**src/rtl/load_store_unit.sv**
```systemverilog
// load_store_unit: data-side LSU between the memory-access stage and the
// data master bus. Single outstanding transaction: IDLE -> CMD -> RESP.
// Write data is lane-replicated, read data is right-justified and
// zero-filled above the access size.
module load_store_unit (
   input  logic        clk,
   input  logic        rst,
   input  logic [31:0] lsu_addr,
   input  logic [31:0] lsu_wdata,
   input  logic [1:0]  lsu_cmd,
   input  logic        lsu_rnw,
   output logic [31:0] lsu_rdata,
   output logic        lsu_busy,
   output logic        lsu_err_align,
   output logic        lsu_err_bus,
   output logic [31:0] o_MAddr,
   output logic [2:0]  o_MCmd,
   output logic [31:0] o_MData,
   output logic [3:0]  o_MByteEn,
   input  logic        i_SCmdAccept,
   input  logic [31:0] i_SData,
   input  logic [1:0]  i_SResp
);

   // LSU command encoding
   localparam logic [1:0] LSU_IDLE  = 2'b00;
   localparam logic [1:0] LSU_BYTE  = 2'b01;
   localparam logic [1:0] LSU_HWORD = 2'b10;
   localparam logic [1:0] LSU_WORD  = 2'b11;

   // Bus command / response encoding
   localparam logic [2:0] BUS_IDLE  = 3'b000;
   localparam logic [2:0] BUS_WRITE = 3'b001;
   localparam logic [2:0] BUS_READ  = 3'b010;
   localparam logic [1:0] RSP_NULL  = 2'b00;
   localparam logic [1:0] RSP_DVA   = 2'b01;
   localparam logic [1:0] RSP_ERR   = 2'b11;

   // FSM states
   localparam logic [1:0] ST_IDLE = 2'b00;
   localparam logic [1:0] ST_CMD  = 2'b01;
   localparam logic [1:0] ST_RESP = 2'b10;

   logic [1:0]  state_q,   state_d;
   logic [31:0] maddr_q,   maddr_d;
   logic [2:0]  mcmd_q,    mcmd_d;
   logic [31:0] mdata_q,   mdata_d;
   logic [3:0]  mbyteen_q, mbyteen_d;
   logic [1:0]  size_q,    size_d;
   logic [1:0]  off_q,     off_d;
   logic        rnw_q,     rnw_d;
   logic [31:0] rdata_q,   rdata_d;
   logic        errbus_q,  errbus_d;

   logic        aligned;
   logic        req_valid;
   logic [3:0]  be_new;
   logic [31:0] wdata_rep;
   logic [31:0] rd_shift;
   logic [31:0] rd_steer;

   // Alignment check on the incoming command (BYTE is always aligned)
   always_comb begin
      aligned = 1'b0;
      case (lsu_cmd)
         LSU_BYTE:  aligned = 1'b1;
         LSU_HWORD: aligned = ~lsu_addr[0];
         LSU_WORD:  aligned = (lsu_addr[1:0] == 2'b00);
         default:   aligned = 1'b0;
      endcase
   end

   // A new command is only looked at while the FSM is idle
   assign req_valid     = (state_q == ST_IDLE) && (lsu_cmd != LSU_IDLE);
   assign lsu_err_align = req_valid && !aligned;
   // Combinational term stalls the requesting cycle itself
   assign lsu_busy      = (state_q != ST_IDLE) || ((lsu_cmd != LSU_IDLE) && aligned);

   // Byte enables and lane-replicated write data for the new request
   always_comb begin
      be_new    = 4'b0000;
      wdata_rep = lsu_wdata;
      case (lsu_cmd)
         LSU_BYTE: begin
            be_new    = 4'b0001 << lsu_addr[1:0];
            wdata_rep = {4{lsu_wdata[7:0]}};
         end
         LSU_HWORD: begin
            be_new    = 4'b0011 << lsu_addr[1:0];
            wdata_rep = {2{lsu_wdata[15:0]}};
         end
         LSU_WORD: begin
            be_new    = 4'b1111;
            wdata_rep = lsu_wdata;
         end
         default: begin
            be_new    = 4'b0000;
            wdata_rep = lsu_wdata;
         end
      endcase
   end

   // Right-justify read data using the latched offset, then zero-fill by size
   assign rd_shift = i_SData >> {off_q, 3'b000};
   always_comb begin
      rd_steer = rd_shift;
      case (size_q)
         LSU_BYTE:  rd_steer = {24'h000000, rd_shift[7:0]};
         LSU_HWORD: rd_steer = {16'h0000, rd_shift[15:0]};
         default:   rd_steer = rd_shift;
      endcase
   end

   // Next-state: request capture, accept wait, response handling
   always_comb begin
      state_d   = state_q;
      maddr_d   = maddr_q;
      mcmd_d    = mcmd_q;
      mdata_d   = mdata_q;
      mbyteen_d = mbyteen_q;
      size_d    = size_q;
      off_d     = off_q;
      rnw_d     = rnw_q;
      rdata_d   = rdata_q;
      errbus_d  = 1'b0;
      case (state_q)
         ST_IDLE: begin
            if (req_valid && aligned) begin
               state_d   = ST_CMD;
               maddr_d   = {lsu_addr[31:2], 2'b00};
               mcmd_d    = lsu_rnw ? BUS_READ : BUS_WRITE;
               mdata_d   = wdata_rep;
               mbyteen_d = be_new;
               size_d    = lsu_cmd;
               off_d     = lsu_addr[1:0];
               rnw_d     = lsu_rnw;
            end
         end
         ST_CMD: begin
            // Bus fields stay put until the slave takes the command
            if (i_SCmdAccept) begin
               state_d = ST_RESP;
               mcmd_d  = BUS_IDLE;
            end
         end
         ST_RESP: begin
            if (i_SResp != RSP_NULL) begin
               state_d = ST_IDLE;
               if ((i_SResp == RSP_DVA) && rnw_q)
                  rdata_d = rd_steer;
               if (i_SResp == RSP_ERR)
                  errbus_d = 1'b1;
            end
         end
         default: begin
            state_d = ST_IDLE;
            mcmd_d  = BUS_IDLE;
         end
      endcase
   end

   // State and output registers; reset abandons any outstanding transaction
   always_ff @(posedge clk or posedge rst) begin
      if (rst) begin
         state_q   <= ST_IDLE;
         maddr_q   <= '0;
         mcmd_q    <= BUS_IDLE;
         mdata_q   <= '0;
         mbyteen_q <= '0;
         size_q    <= LSU_IDLE;
         off_q     <= '0;
         rnw_q     <= 1'b0;
         rdata_q   <= '0;
         errbus_q  <= 1'b0;
      end else begin
         state_q   <= state_d;
         maddr_q   <= maddr_d;
         mcmd_q    <= mcmd_d;
         mdata_q   <= mdata_d;
         mbyteen_q <= mbyteen_d;
         size_q    <= size_d;
         off_q     <= off_d;
         rnw_q     <= rnw_d;
         rdata_q   <= rdata_d;
         errbus_q  <= errbus_d;
      end
   end

   assign o_MAddr     = maddr_q;
   assign o_MCmd      = mcmd_q;
   assign o_MData     = mdata_q;
   assign o_MByteEn   = mbyteen_q;
   assign lsu_rdata   = rdata_q;
   assign lsu_err_bus = errbus_q;

endmodule

```
**config.mk**
```make
export PLATFORM = sky130hd
export DESIGN_NAME = load_store_unit
export DESIGN_NICKNAME = d
export VERILOG_FILES = /design/src/rtl/load_store_unit.sv
export SDC_FILE = /design/constraint.sdc
export NUM_CORES = 1
export LEC_CHECK = 0
export ABC_CLOCK_PERIOD_IN_PS = 3090
export BUFFER_PORTS_ARGS = -buffer_cell sky130_fd_sc_hd__buf_2
export CAP_MARGIN = 20
export CORE_MARGIN = 2
export CORE_UTILIZATION = 40
export CTS_CLUSTER_DIAMETER = 120
export DETAILED_ROUTE_END_ITERATION = 10
export GPL_TIMING_DRIVEN = 0
export PLACE_DENSITY = 0.71
export RECOVER_POWER = 25
export SYNTH_ARGS = -nofsm -noshare
export SYNTH_HDL_FRONTEND = slang
export SYNTH_SLANG_ARGS = --single-unit
```
**constraint.sdc**
```tcl
create_clock -name clk -period 3.09 [get_ports clk]
set_input_delay 0.4635 -clock clk [delete_from_list [all_inputs] [get_ports clk]]
set_output_delay 0.4635 -clock clk [all_outputs]
set_load 0.01 [all_outputs]
```
---- Yosys cells after proc, flatten, opt, wreduce, memory -nomap -nowiden ----
Cells that the tools add are included.
storage, ports and cells
  register bits after elaboration ......... 109
  input bits .............................. 104
  output and inout bits ................... 106
  logic and storage cells ................. 58
cells by class
  equal/unequal tests ..................... 12
  shifts and indexed selects .............. 3
  mux-type cells .......................... 15
  bitwise logic cells ..................... 2
  reduce and logical (&&, ||, !) cells .... 16
operators by type and width
  operator                                                               count
  32-bit case mux with 2 select lines                                    2
  32-bit by 5-bit >> shifter with 32-bit output                          1
  4-bit case mux with 3 select lines                                     1
  2-bit equality test, second input constant                             5
  3-bit case mux with 3 select lines                                     1
  3-bit AND reduction                                                    3
  2-bit by 1-bit equality test with 1-bit output, second input constant  4
  2-bit 2-to-1 mux                                                       4
  3-bit 2-to-1 mux                                                       2
  2-bit case mux with 3 select lines                                     1
  2-bit nonzero test                                                     3
  1-bit logical AND                                                      5
  2-bit logical NOT                                                      2
  2-bit != test, second input constant                                   2
  1-bit by 2-bit left shift with 4-bit output, first input constant      1
  2-bit by 2-bit left shift with 4-bit output, first input constant      1
  1-bit 2-to-1 mux                                                       3
  1-bit case mux with 3 select lines                                     1
  2-bit by 1-bit != test with 1-bit output, second input constant        1
  1-bit NOT                                                              2
  2-bit AND reduction                                                    1
  1-bit logical NOT                                                      1
  1-bit logical OR                                                       1

---- Longest topological paths before layout ----
Gate-level depths: netlist of run 1.
  depth in word-level cells ............... 5
  depth in mapped cells ................... 8
  mapped depth without buffers ............ 6

---- Least setup slack after synthesis of run 1 ----
Ideal clock, no wire load.
  kind .................................... in2out
  start point ............................. input port lsu_cmd[0]
  end point ............................... output port lsu_err_align
  data arrival time ....................... 1,401 ps
  required time ........................... 2,626 ps
  path slack .............................. 1,225 ps
  cell stages on the path ................. 5
  buffers on the path ..................... 0
  cells stage by stage .................... inv_1 -> ha_1 -> nand2b_1 -> o211ai_1 -> and2_1
between the ends
  cells in the longest elaborated chain, start to end .. 4
  elaborated cells between the ends (all ways) .. 8
  classes of those cells .................. 3 x eq/ne; 1 x mux; 4 x reduce/logical
RTL lines
  what                                                                                   line  RTL
  start, declared                                                                        10    input logic [1:0] lsu_cmd,
  2-bit equality test or 2-bit by 1-bit equality test with 1-bit output (tied branches)  65    case (lsu_cmd)
  1-bit case mux with 3 select lines                                                     65
  1-bit logical NOT                                                                      75    assign lsu_err_align = req_valid && !aligned;
  1-bit logical AND (*)                                                                  75
  end, declared                                                                          14    output logic lsu_err_align,
Every way passes the cells marked *; elsewhere a longest branch is shown, timed or not.

---- Worst setup path in the final report of run 1 ----
Same ends and word-level chain as after synthesis.

==> results of run 1 <==
## how the worst max path moves through the flow
stage	start	end	depth (start not counted)
after global routing	lsu_cmd[0]	lsu_err_align	7
final	lsu_cmd[0]	lsu_err_align	7
after floorplan	lsu_cmd[0]	lsu_err_align	5
after CTS	lsu_cmd[0]	lsu_err_align	7
after detailed placement	lsu_cmd[1]	o_MData[30]	8
after global placement	rst	o_MData[2]	2
## through the flow
step	worst slack [ns]	instances	total power, mW	utilization [%]
floorplan	1.23	458	3.69	-
global placement	0.652	836	4.64	50.6
detailed placement	0.735	838	4.70	51.0
CTS	0.851	854	5.93	53.4
global route	0.713	854	6.25	53.2
finish	0.848	854	5.88	53.2
## metal layers
| metal | up-vias | part of all wire [%] | GRT usage [%] |
|---|---|---|---|
| met1 | 2102 | 43 | 28.1 |
| met3 | 29 | 7.5 | 5.09 |
| met4 | 0 | 2.5 | 8.86 |
| met5 | - | 0 | 0 |
| li1 | 2041 | - | - |
| met2 | 201 | 47 | 36.5 |
## sequential cells by signal, indices dropped and copies added (netlist names)
register,cells
lsu_err_bus,1
lsu_rdata,32
o_MAddr,30
o_MByteEn,4
o_MCmd,2
o_MData,32
off_q,2
rnw_q,1
size_q,2
state_q,2
## cell type report
cell class	instances	area, um^2	area share [%]
clock inverter	7	82.6	1.24
inverter	8	31.3	0.470
timing repair buffer	208	1040	15.6
multi-input combinational	308	2160	32.4
clock buffer	9	225	3.38
tap	172	215	3.23
sequential	108	2700	40.6
buffer	34	198	2.97
## synth_stat cells (all sizes together)
library cell,number
o211ai,1
dfrtp,108
o31ai,8
a211oi,8
nor4b,1
ha,5
conb,1
o31a,2
and2,1
and2b,1
and3,1
or2,1
mux2,47
inv,8
o22ai,1
nand3,2
a21o,1
nand2,72
o21ai,63
o21a,2
nand4b,1
a22oi,8
nor2,6
a211o,1
a21oi,20
mux2i,16
nand2b,3
nor3,1
nand3b,2
o41ai,2
o2111ai,1
buf,20
a22o,9
nor2b,18
clkbuf,14
## logic make-up after synthesis
group	share of synthesized area, %
DFF	53.2
other	0.0738
adders and majority gates	1.23
and+or+nand+nor	10.2
AOI/OAI and AO/OA	15.4
buffers and inverters	4.48
muxes	15.5
## cell usage in the layout, fill, tap and decap left out, types with 3 or more instances in the layout
master / netlist / routed
buf_6: 6 / 6
clkbuf_1: 14 / 14
nand2b_1: 3 / 3
buf_2: 11 / 217
a21oi_1: 20 / 20
mux2_4: 26 / 26
buf_4: 3 / 3
dfrtp_1: 108 / 108
inv_1: 8 / 7
mux2_2: 21 / 21
conb_1: 1 / 3
nor2b_1: 18 / 18
o21ai_0: 60 / 60
o31ai_1: 8 / 8
a211oi_1: 8 / 8
ha_1: 5 / 5
clkbuf_16: 0 / 9
o21ai_1: 3 / 3
mux2i_1: 16 / 16
nand2_1: 72 / 72
nor2_1: 4 / 4
a22o_1: 9 / 9
a22oi_1: 8 / 8
## power breakdown
group          internal [mW]  leakage [nW]  switching, mW
logic                   1.09          1.93           1.28
clock network          0.642         0.145          0.567
registers               1.98          1.36          0.315
==> summary.txt, run 1 <==
Critical path
  • CP Cell Sequence: buf_2 > inv_1 > ha_1 > nand2b_1 > o211ai_1 > and2_1 > buf_2
  • Crit path kind: in2out
  • CP required: 2.63 ns
  • Cell mode on critical path: buf_2
  • Setup crit end kind: primary output
  • Crit path buf inv count: 3
  • R2r worst-path depth: 6
  • Crit path max fanout: 5
  • R2r endpoint: lsu_rdata[9]
  • Critical Path Slowest Stage Cell: o211ai_1
  • Worst R2R Start: off_q[0]
  • Top Family by Delay on Critical Path: simple AND/OR/NAND/NOR gates
  • Worst setup SP type: input pin
  • R2r setup slk: 1.26 ns
  • Critical path arrival: 1.78 ns
  • Critical Path Max Stage Delay: 0.36 ns

Job
  • Number of max-cap violations: 0

STA
  • Max-slew violations: 0
  • Final Cycle Share: 72.5%
  • Final hold vios: 0
  • Final hold slack: 0.304 ns
  • Post-route minimum period: 2.24 ns
  • Final setup viols: 0
  • Highest clock rate: 0.446 GHz
  • Worst slew pin tran: 1.11 ns
  • RSZ-0062 raised after global routing: no
  • Final setup TNS: 0 ns
  • Max-slew headroom: 25.7%
  • Clock skew: 0.0110 ns

Clocking
  • Clk buf depth: 2
  • H-tree levels: 3
  • Sink Count: 108
  • Root Driver: clkbuf_16
  • Worst-path clk slew: 0.08 ns
  • CTS Buf Count: 9
  • Clk_lat worst skew: 0.36 ns
  • Post-CTS sizing: 0
  • TritonCTS clock tree: yes
  • Hold_buf cts: 0
  • # Post-CTS Setup Buffers: 0

Placement
  • Routability cong.: 0.937
  • Final HPWL DP: 11,600 um
  • Placed cell area: 6380 um^2
  • Port Buffers: 206

Power
  • Max VDD drop: 0.326 mV
  • P per Cell Area: 883 nW/um^2
  • Static leakage: 3.44 nW

Floorplanning
  • Core Area: 12,500 um^2
  • Die Wd: 117 um
  • Height of the die: 117 um
  • Die ar.: 13,600 um^2
  • Row cnt: 41
  • I/O Pins: 210
  • Starting density of the core: 40.6%

Routing
  • DRT iter0 DRCs: 380
  • DR DRC count: 0
  • Final wirelength: 15,000 um
  • WL per Instance: 17.6 um
  • DRT Pass-1 Iters: 4
  • Detail Route Antenna Nets: 0
  • Via count: 4,373
  • Vias per cell: 5.12

GRT
  • Initial antenna violation count: 0
  • GR Util All Layers: 22.1%
  • Total gr overflow: 0
  • Largest net degree at the start of global routing: 44
  • Vias in the first global route: 4,343
  • First-pass GRT wire length: 22,800 um

Yosys
  • Post-synth top area share: 53.2%
  • Synth warnings: 0
  • Count of different cell masters after synthesis: 40
  • Cells after Synth: 456
  • FF+latch count, synth: 108
  • Area leader, netlist: dfrtp_1
  • Syn Area/Cell: 11.1 um^2
  • Sequential area share after synthesis: 53.2%
  • Synth top area cells: dfrtp_1 53%, mux2_4 7.7%, o21ai_0 5.9%, nand2_1 5.3%, mux2_2 4.7%
  • Post-Syn Area: 5080 um^2

Finish
  • Post-route cell area: 6650 um^2
  • Area delta synth->final: 31.0%
  • Filler instances: 1,188
  • Final net count: 786
  • Fraction of layout cells with a size suffix above 1: 43.7%
  • Ant diodes: 0

Hold path
  • Hold Crit Class: in2async

Run status
  • Outcome: completed
No activity file was read; power rests on OpenSTA's default activity.
==> run 2: changes to the inputs <==
--- a/config.mk
+++ b/config.mk
@@ -5,7 +5,7 @@
 export SDC_FILE = /design/constraint.sdc
 export NUM_CORES = 1
 export LEC_CHECK = 0
-export ABC_CLOCK_PERIOD_IN_PS = 3090
+export ABC_CLOCK_PERIOD_IN_PS = 2200
 export BUFFER_PORTS_ARGS = -buffer_cell sky130_fd_sc_hd__buf_2
 export CAP_MARGIN = 20
 export CORE_MARGIN = 2
@@ -13,7 +13,7 @@
 export CTS_CLUSTER_DIAMETER = 120
 export DETAILED_ROUTE_END_ITERATION = 10
 export GPL_TIMING_DRIVEN = 0
-export PLACE_DENSITY = 0.71
+export PLACE_DENSITY = 0.68
 export RECOVER_POWER = 25
 export SYNTH_ARGS = -nofsm -noshare
 export SYNTH_HDL_FRONTEND = slang
==> constraint.sdc (replaced) <==
create_clock -name clk -period 2.2 [get_ports clk]
set_input_delay 0.33 -clock clk [delete_from_list [all_inputs] [get_ports clk]]
set_output_delay 0.33 -clock clk [all_outputs]
set_load 0.01 [all_outputs]
==> run 2 against run 1 <==
Clock-buffer cell count up 1. Utilization hardly changed. Sequential power up 40%. Worst setup slack worse by 0.61 ns. Hold slack lost 0.13 ns. Design area about the same. Die area did not move. Critical path type unchanged. Highest routed layer unchanged.
==> summary.txt, run 2 (synthesis gave the netlist of run 1 again) <==
Run status
  • Outcome: completed

Clocking
  • Sink Count: 108
  • CTS Buf Count: 9
  • Clk_lat worst skew: 0.35 ns
  • Hold_buf cts: 0
  • Root Driver: clkbuf_16
  • # Post-CTS Setup Buffers: 0
  • Clk buf depth: 2
  • TritonCTS clock tree: yes
  • H-tree levels: 3
  • Post-CTS sizing: 0
  • Worst-path clk slew: 0.07 ns

Critical path
  • Setup crit end: lsu_err_align
  • CP required: 1.87 ns
  • Crit path from: lsu_cmd[0]
  • Crit path max fanout: 5
  • Crit path kind: in2out
  • Worst R2R Start: off_q[0]
  • Setup crit end kind: primary output
  • Critical path arrival: 1.63 ns
  • Worst setup SP type: input pin
  • R2r worst-path depth: 6
  • R2r endpoint: lsu_rdata[2]
  • R2r setup slk: 0.37 ns

Hold path
  • Hold Crit Class: in2reg

GRT
  • Total gr overflow: 0
  • Vias in the first global route: 4,335
  • First-pass GRT wire length: 22,800 um
  • Largest net degree at the start of global routing: 34
  • GR Util All Layers: 22.1%
  • Initial antenna violation count: 0

Floorplanning
  • Die Wd: 117 um
  • Row cnt: 41
  • I/O Pins: 210
  • Height of the die: 117 um
  • Starting density of the core: 40.6%
  • Die ar.: 13,600 um^2
  • Core Area: 12,500 um^2

STA
  • Worst slew pin tran: 1.24 ns
  • Max-slew violations: 0
  • Post-route minimum period: 1.96 ns
  • Highest clock rate: 0.510 GHz
  • RSZ-0062 raised after global routing: no
  • Final setup viols: 0
  • Final hold vios: 0
  • Final hold slack: 0.172 ns
  • Max-slew headroom: 17.1%
  • Final Cycle Share: 89.0%
  • Final setup TNS: 0 ns
  • Clock skew: 0.00405 ns

Routing
  • DRT Pass-1 Iters: 5
  • WL per Instance: 17.7 um
  • Detail Route Antenna Nets: 0
  • DR DRC count: 0
  • Via count: 4,342
  • Vias per cell: 5.08
  • Final wirelength: 15,100 um
  • DRT iter0 DRCs: 249

Finish
  • Fraction of layout cells with a size suffix above 1: 43.7%
  • Filler instances: 1,196
  • Post-route cell area: 6660 um^2
  • Final net count: 787
  • Most frequent cells in the layout: 217 x buf_2, 108 x dfrtp_1, 72 x nand2_1
  • Most common cell after layout, fill and taps aside: buf_2
  • Final core utilization: 53.2%
  • Area delta synth->final: 31.0%

Placement
  • Port Buffers: 206
  • Placed cell area: 6410 um^2
  • Final HPWL DP: 11,700 um
  • Routability cong.: 0.929

Power
  • Pint: 5.14 mW
  • Psw: 2.99 mW
  • Sequential power share: 39.7%
  • Max VDD drop: 0.523 mV
  • Comb pwr share: 40.9%
  • P per Cell Area: 1220 nW/um^2
  • Clock power frac: 19.4%
  • Pwr Total: 8.12 mW
  • Switching share of power: 36.8%
  • Static leakage: 3.44 nW

Job
  • Number of max-cap violations: 0
-- run 2: changes by cell type in the layout (fill, tap and decap cells not counted) --
cell,change
buf_16,+1
bufinv_16,-1
clkbuf_8,+1
clkinvlp_4,-1
diode_2,+1
inv_6,+1
inv_8,-1
-- run 2: power by group through the flow --
stage               clock (mW)  sequential [mW]  combinational, mW
finish                    1.58             3.22               3.33
global route              1.69             3.31               3.65
CTS                       1.62             3.22               3.36
detailed placement           0             3.25               3.35
global placement             0             3.21               3.30
floorplan                    0             3.58               1.60
-- run 2: how the worst min path moves through the flow --
stage / depth (start not counted) / endpoint / start
after floorplan: 1 / state_q[1] / i_SResp[0]
after global placement: 2 / lsu_rdata[19] / lsu_rdata[19]
after detailed placement: 2 / o_MAddr[10] / rst
after CTS: 2 / o_MAddr[17] / rst
after global routing: 2 / state_q[1] / i_SResp[0]
final: 2 / state_q[1] / i_SResp[1]
-- run 2: cell type report --
| cell class | instances | area [um^2] | share of cell area [%] |
|---|---|---|---|
| Antenna cell | 1 | 2.50 | 0.0376 |
| Buffer | 34 | 198 | 2.97 |
| Clock buffer | 10 | 239 | 3.59 |
| Clock inverter | 5 | 42.5 | 0.639 |
| Inverter | 8 | 31.3 | 0.470 |
| Multi-Input combinational cell | 308 | 2160 | 32.4 |
| Sequential cell | 108 | 2700 | 40.6 |
| Tap cell | 172 | 215 | 3.23 |
| Timing Repair Buffer | 209 | 1070 | 16.0 |
-- run 2: per-layer routing --
| layer | share of wire, % | vias to the layer above | global-route usage (%) |
|---|---|---|---|
| met4 | 1.3 | 0 | 7.37 |
| met5 | 0 | - | 0 |
| met2 | 48 | 199 | 36.5 |
| met1 | 41 | 2081 | 27.6 |
| li1 | - | 2045 | - |
| met3 | 10 | 17 | 7.21 |
-- run 2: stage by stage --
stage                     std cells  setup WS [ns]
after floorplan                 458          0.478
final                           855          0.241
after CTS                       854          0.249
after detailed placement        839         0.0281
after global placement          836         -0.140
after global routing            854         0.0822
-- run 2: worst max-delay path, cell delays in order --
cell      delay [ns]
buf_2           0.11
inv_1           0.07
ha_1            0.23
nand2b_1        0.20
o211ai_1        0.38
and2_1          0.19
buf_2           0.13
==> run 3: changes to the inputs <==
--- a/config.mk
+++ b/config.mk
@@ -6,14 +6,12 @@
 export NUM_CORES = 1
 export LEC_CHECK = 0
 export ABC_CLOCK_PERIOD_IN_PS = 2200
-export BUFFER_PORTS_ARGS = -buffer_cell sky130_fd_sc_hd__buf_2
 export CAP_MARGIN = 20
 export CORE_MARGIN = 2
 export CORE_UTILIZATION = 40
 export CTS_CLUSTER_DIAMETER = 120
 export DETAILED_ROUTE_END_ITERATION = 10
-export GPL_TIMING_DRIVEN = 0
-export PLACE_DENSITY = 0.68
+export DONT_BUFFER_PORTS = 1
 export RECOVER_POWER = 25
 export SYNTH_ARGS = -nofsm -noshare
 export SYNTH_HDL_FRONTEND = slang
==> run 3 against run 2 <==
Utilization is 9.1 points lower. Critical path type unchanged. Wire length is 21% lower. Register-to-register slack better by 0.16 ns. Power is 11% lower. Global-route usage is 5.0 points lower. Design area is 17% lower. First-iteration DRC count is 45% lower. Hold slack worse by 0.11 ns. Clock skew is 0.0055 ns higher. Flip-flop and latch count stayed put. Largest power group is now registers. Combinational power is 45% lower.
==> summary.txt, run 3 (synthesis gave the netlist of run 1 again) <==
Routing
  • DRT Pass-1 Iters: 5
  • DR DRC count: 0
  • Detail Route Antenna Nets: 0
  • WL per Instance: 19.2 um
  • DRT iter0 DRCs: 138
  • Via count: 3,354
  • Final wirelength: 12,000 um
  • Vias per cell: 5.37

Critical path
  • Setup crit end kind: primary output
  • Critical path arrival: 1.39 ns
  • R2r endpoint: lsu_rdata[4]
  • Crit path kind: in2out
  • Critical Path Slowest Stage Cell: o211ai_1
  • CP required: 1.87 ns
  • R2r setup slk: 0.53 ns
  • Critical Path Max Stage Delay: 0.37 ns
  • R2r worst-path depth: 4
  • Crit path max fanout: 5
  • Worst R2R Start: state_q[1]
  • Worst setup SP type: input pin
  • CP Cell Sequence: inv_1 > ha_1 > nand2b_1 > o211ai_1 > and2_1

Clocking
  • Clk_lat worst skew: 0.35 ns
  • H-tree levels: 3
  • Clk buf depth: 2
  • CTS Buf Count: 9
  • # Post-CTS Setup Buffers: 0
  • Worst-path clk slew: 0.06 ns
  • Sink Count: 108
  • TritonCTS clock tree: yes
  • Root Driver: clkbuf_16

Finish
  • Post-route cell area: 5520 um^2
  • Register area: 2700 um^2
  • Filler instances: 1,240
  • Final net count: 558
  • Fraction of layout cells with a size suffix above 1: 17.9%
  • Most frequent cells in the layout: 108 x dfrtp_1, 72 x nand2_1, 60 x o21ai_0
  • Footprint of the multi-input gates: 2160 um^2
  • Area delta synth->final: 8.64%
  • Most common cell after layout, fill and taps aside: dfrtp_1
  • Ant diodes: 0

STA
  • Final hold vios: 0
  • Final setup TNS: 0 ns
  • Worst slew pin tran: 1.00 ns
  • Max-slew headroom: 33.2%
  • Final setup viols: 0
  • Post-route minimum period: 1.72 ns
  • Final Cycle Share: 78.3%
  • Clock skew: 0.00959 ns
  • Max-slew violations: 0
  • RSZ-0062 raised after global routing: no
  • Highest clock rate: 0.581 GHz

Placement
  • Placed cell area: 5230 um^2
  • Port Buffers: 0
  • Routability cong.: 0.856
  • Final HPWL DP: 8950 um

GRT
  • Initial antenna violation count: 0
  • GR Util All Layers: 17.1%
  • Largest net degree at the start of global routing: 67
  • Vias in the first global route: 3,266
  • Total gr overflow: 0
  • First-pass GRT wire length: 17,700 um

Hold path
  • Hold Crit Depth: 1
  • Hold Startpoint: i_SResp[0]
  • Hold Crit Class: in2reg
  • Hold Crit Endpoint: state_q[1]

Power
  • P per Cell Area: 1310 nW/um^2
  • Max VDD drop: 0.481 mV
  • Static leakage: 2.51 nW

Floorplanning
  • I/O Pins: 210
  • Die Wd: 117 um
  • Starting density of the core: 40.6%
  • Core Area: 12,500 um^2
  • Die ar.: 13,600 um^2
  • Row cnt: 41
  • Height of the die: 117 um

Run status
  • Outcome: completed

Job
  • Number of max-cap violations: 0
[run 3: cell types whose count changed in the layout (fill, tap and decap cells not counted), sizes merged]
cell | previous run | this run
buf | 227 | 11
clkbuf | 26 | 13
inv | 10 | 7
bufinv | 0 | 1
clkinvlp | 2 | 3
diode | 1 | 0
dlygate4sd3 | 0 | 1
[run 3: worst max-delay path by stage]
stage,startpoint,to,slack (ns)
2_1_floorplan,lsu_cmd[0],o_MAddr[10],0.48
3_3_place_gp,lsu_cmd[0],o_MAddr[31],0.35
3_5_place_dp,lsu_cmd[0],o_MAddr[31],0.29
4_1_cts,lsu_cmd[0],lsu_err_align,0.46
5_1_grt,size_q[0],lsu_rdata[29],0.38
6_report,lsu_cmd[0],lsu_err_align,0.48
[run 3: per-layer routing]
| layer | wire, um | up-vias | global-route usage (%) |
|---|---|---|---|
| met4 | 167 | 0 | 6.59 |
| met3 | 1470 | 11 | 8.20 |
| met2 | 5500 | 151 | 26.1 |
| met1 | 4890 | 1613 | 21.0 |
| li1 | - | 1579 | - |
| met5 | 0 | - | 0 |
[run 3: repair_timing]
| action | in CTS | in global routing |
|---|---|---|
| hold buffers | 1 | 0 |
| setup endpoints to repair | 0 | 0 |
| endpoints found under the hold margin | 66 | 0 |
| resized for setup | 0 | 0 |
[run 3: area by class of cell]
type | instances | area share (%)
Sequential cell | 108 | 49.0
Clock buffer | 11 | 4.40
Inverter | 8 | 0.612
Timing Repair Buffer | 14 | 2.13
Clock inverter | 4 | 0.907
Multi-Input combinational cell | 308 | 39.1
Tap cell | 172 | 3.90
[run 3: stage by stage]
step / setup slack [ns] / hold slack, ns / total power, mW / cells / utilization [%]
global route: 0.382 / 0.0437 / 7.76 / 625 / 44.1
global placement: 0.349 / 0.332 / 5.62 / 609 / 41.8
finish: 0.478 / 0.0665 / 7.24 / 625 / 44.1
floorplan: 0.478 / 0.414 / 5.18 / 458 / -
detailed placement: 0.285 / 0.343 / 5.70 / 609 / 41.8
CTS: 0.456 / 0.0467 / 7.34 / 625 / 44.2
[run 3: where the power goes]
| group | internal, mW | total [mW] | switching (mW) | leakage, nW |
|---|---|---|---|---|
| sequential | 2.79 | 3.80 | 1.01 | 1.36 |
| clock | 0.906 | 1.61 | 0.700 | 0.138 |
| combinational | 0.931 | 1.83 | 0.903 | 1.01 |
[run 3: critical path, delay by kind of cell]
| kind | cells | cell delay [ns] |
|---|---|---|
| simple gates | 2 | 0.45 |
| compound gates | 1 | 0.37 |
| fa+ha+maj | 1 | 0.20 |
| buf+inv | 1 | 0.04 |
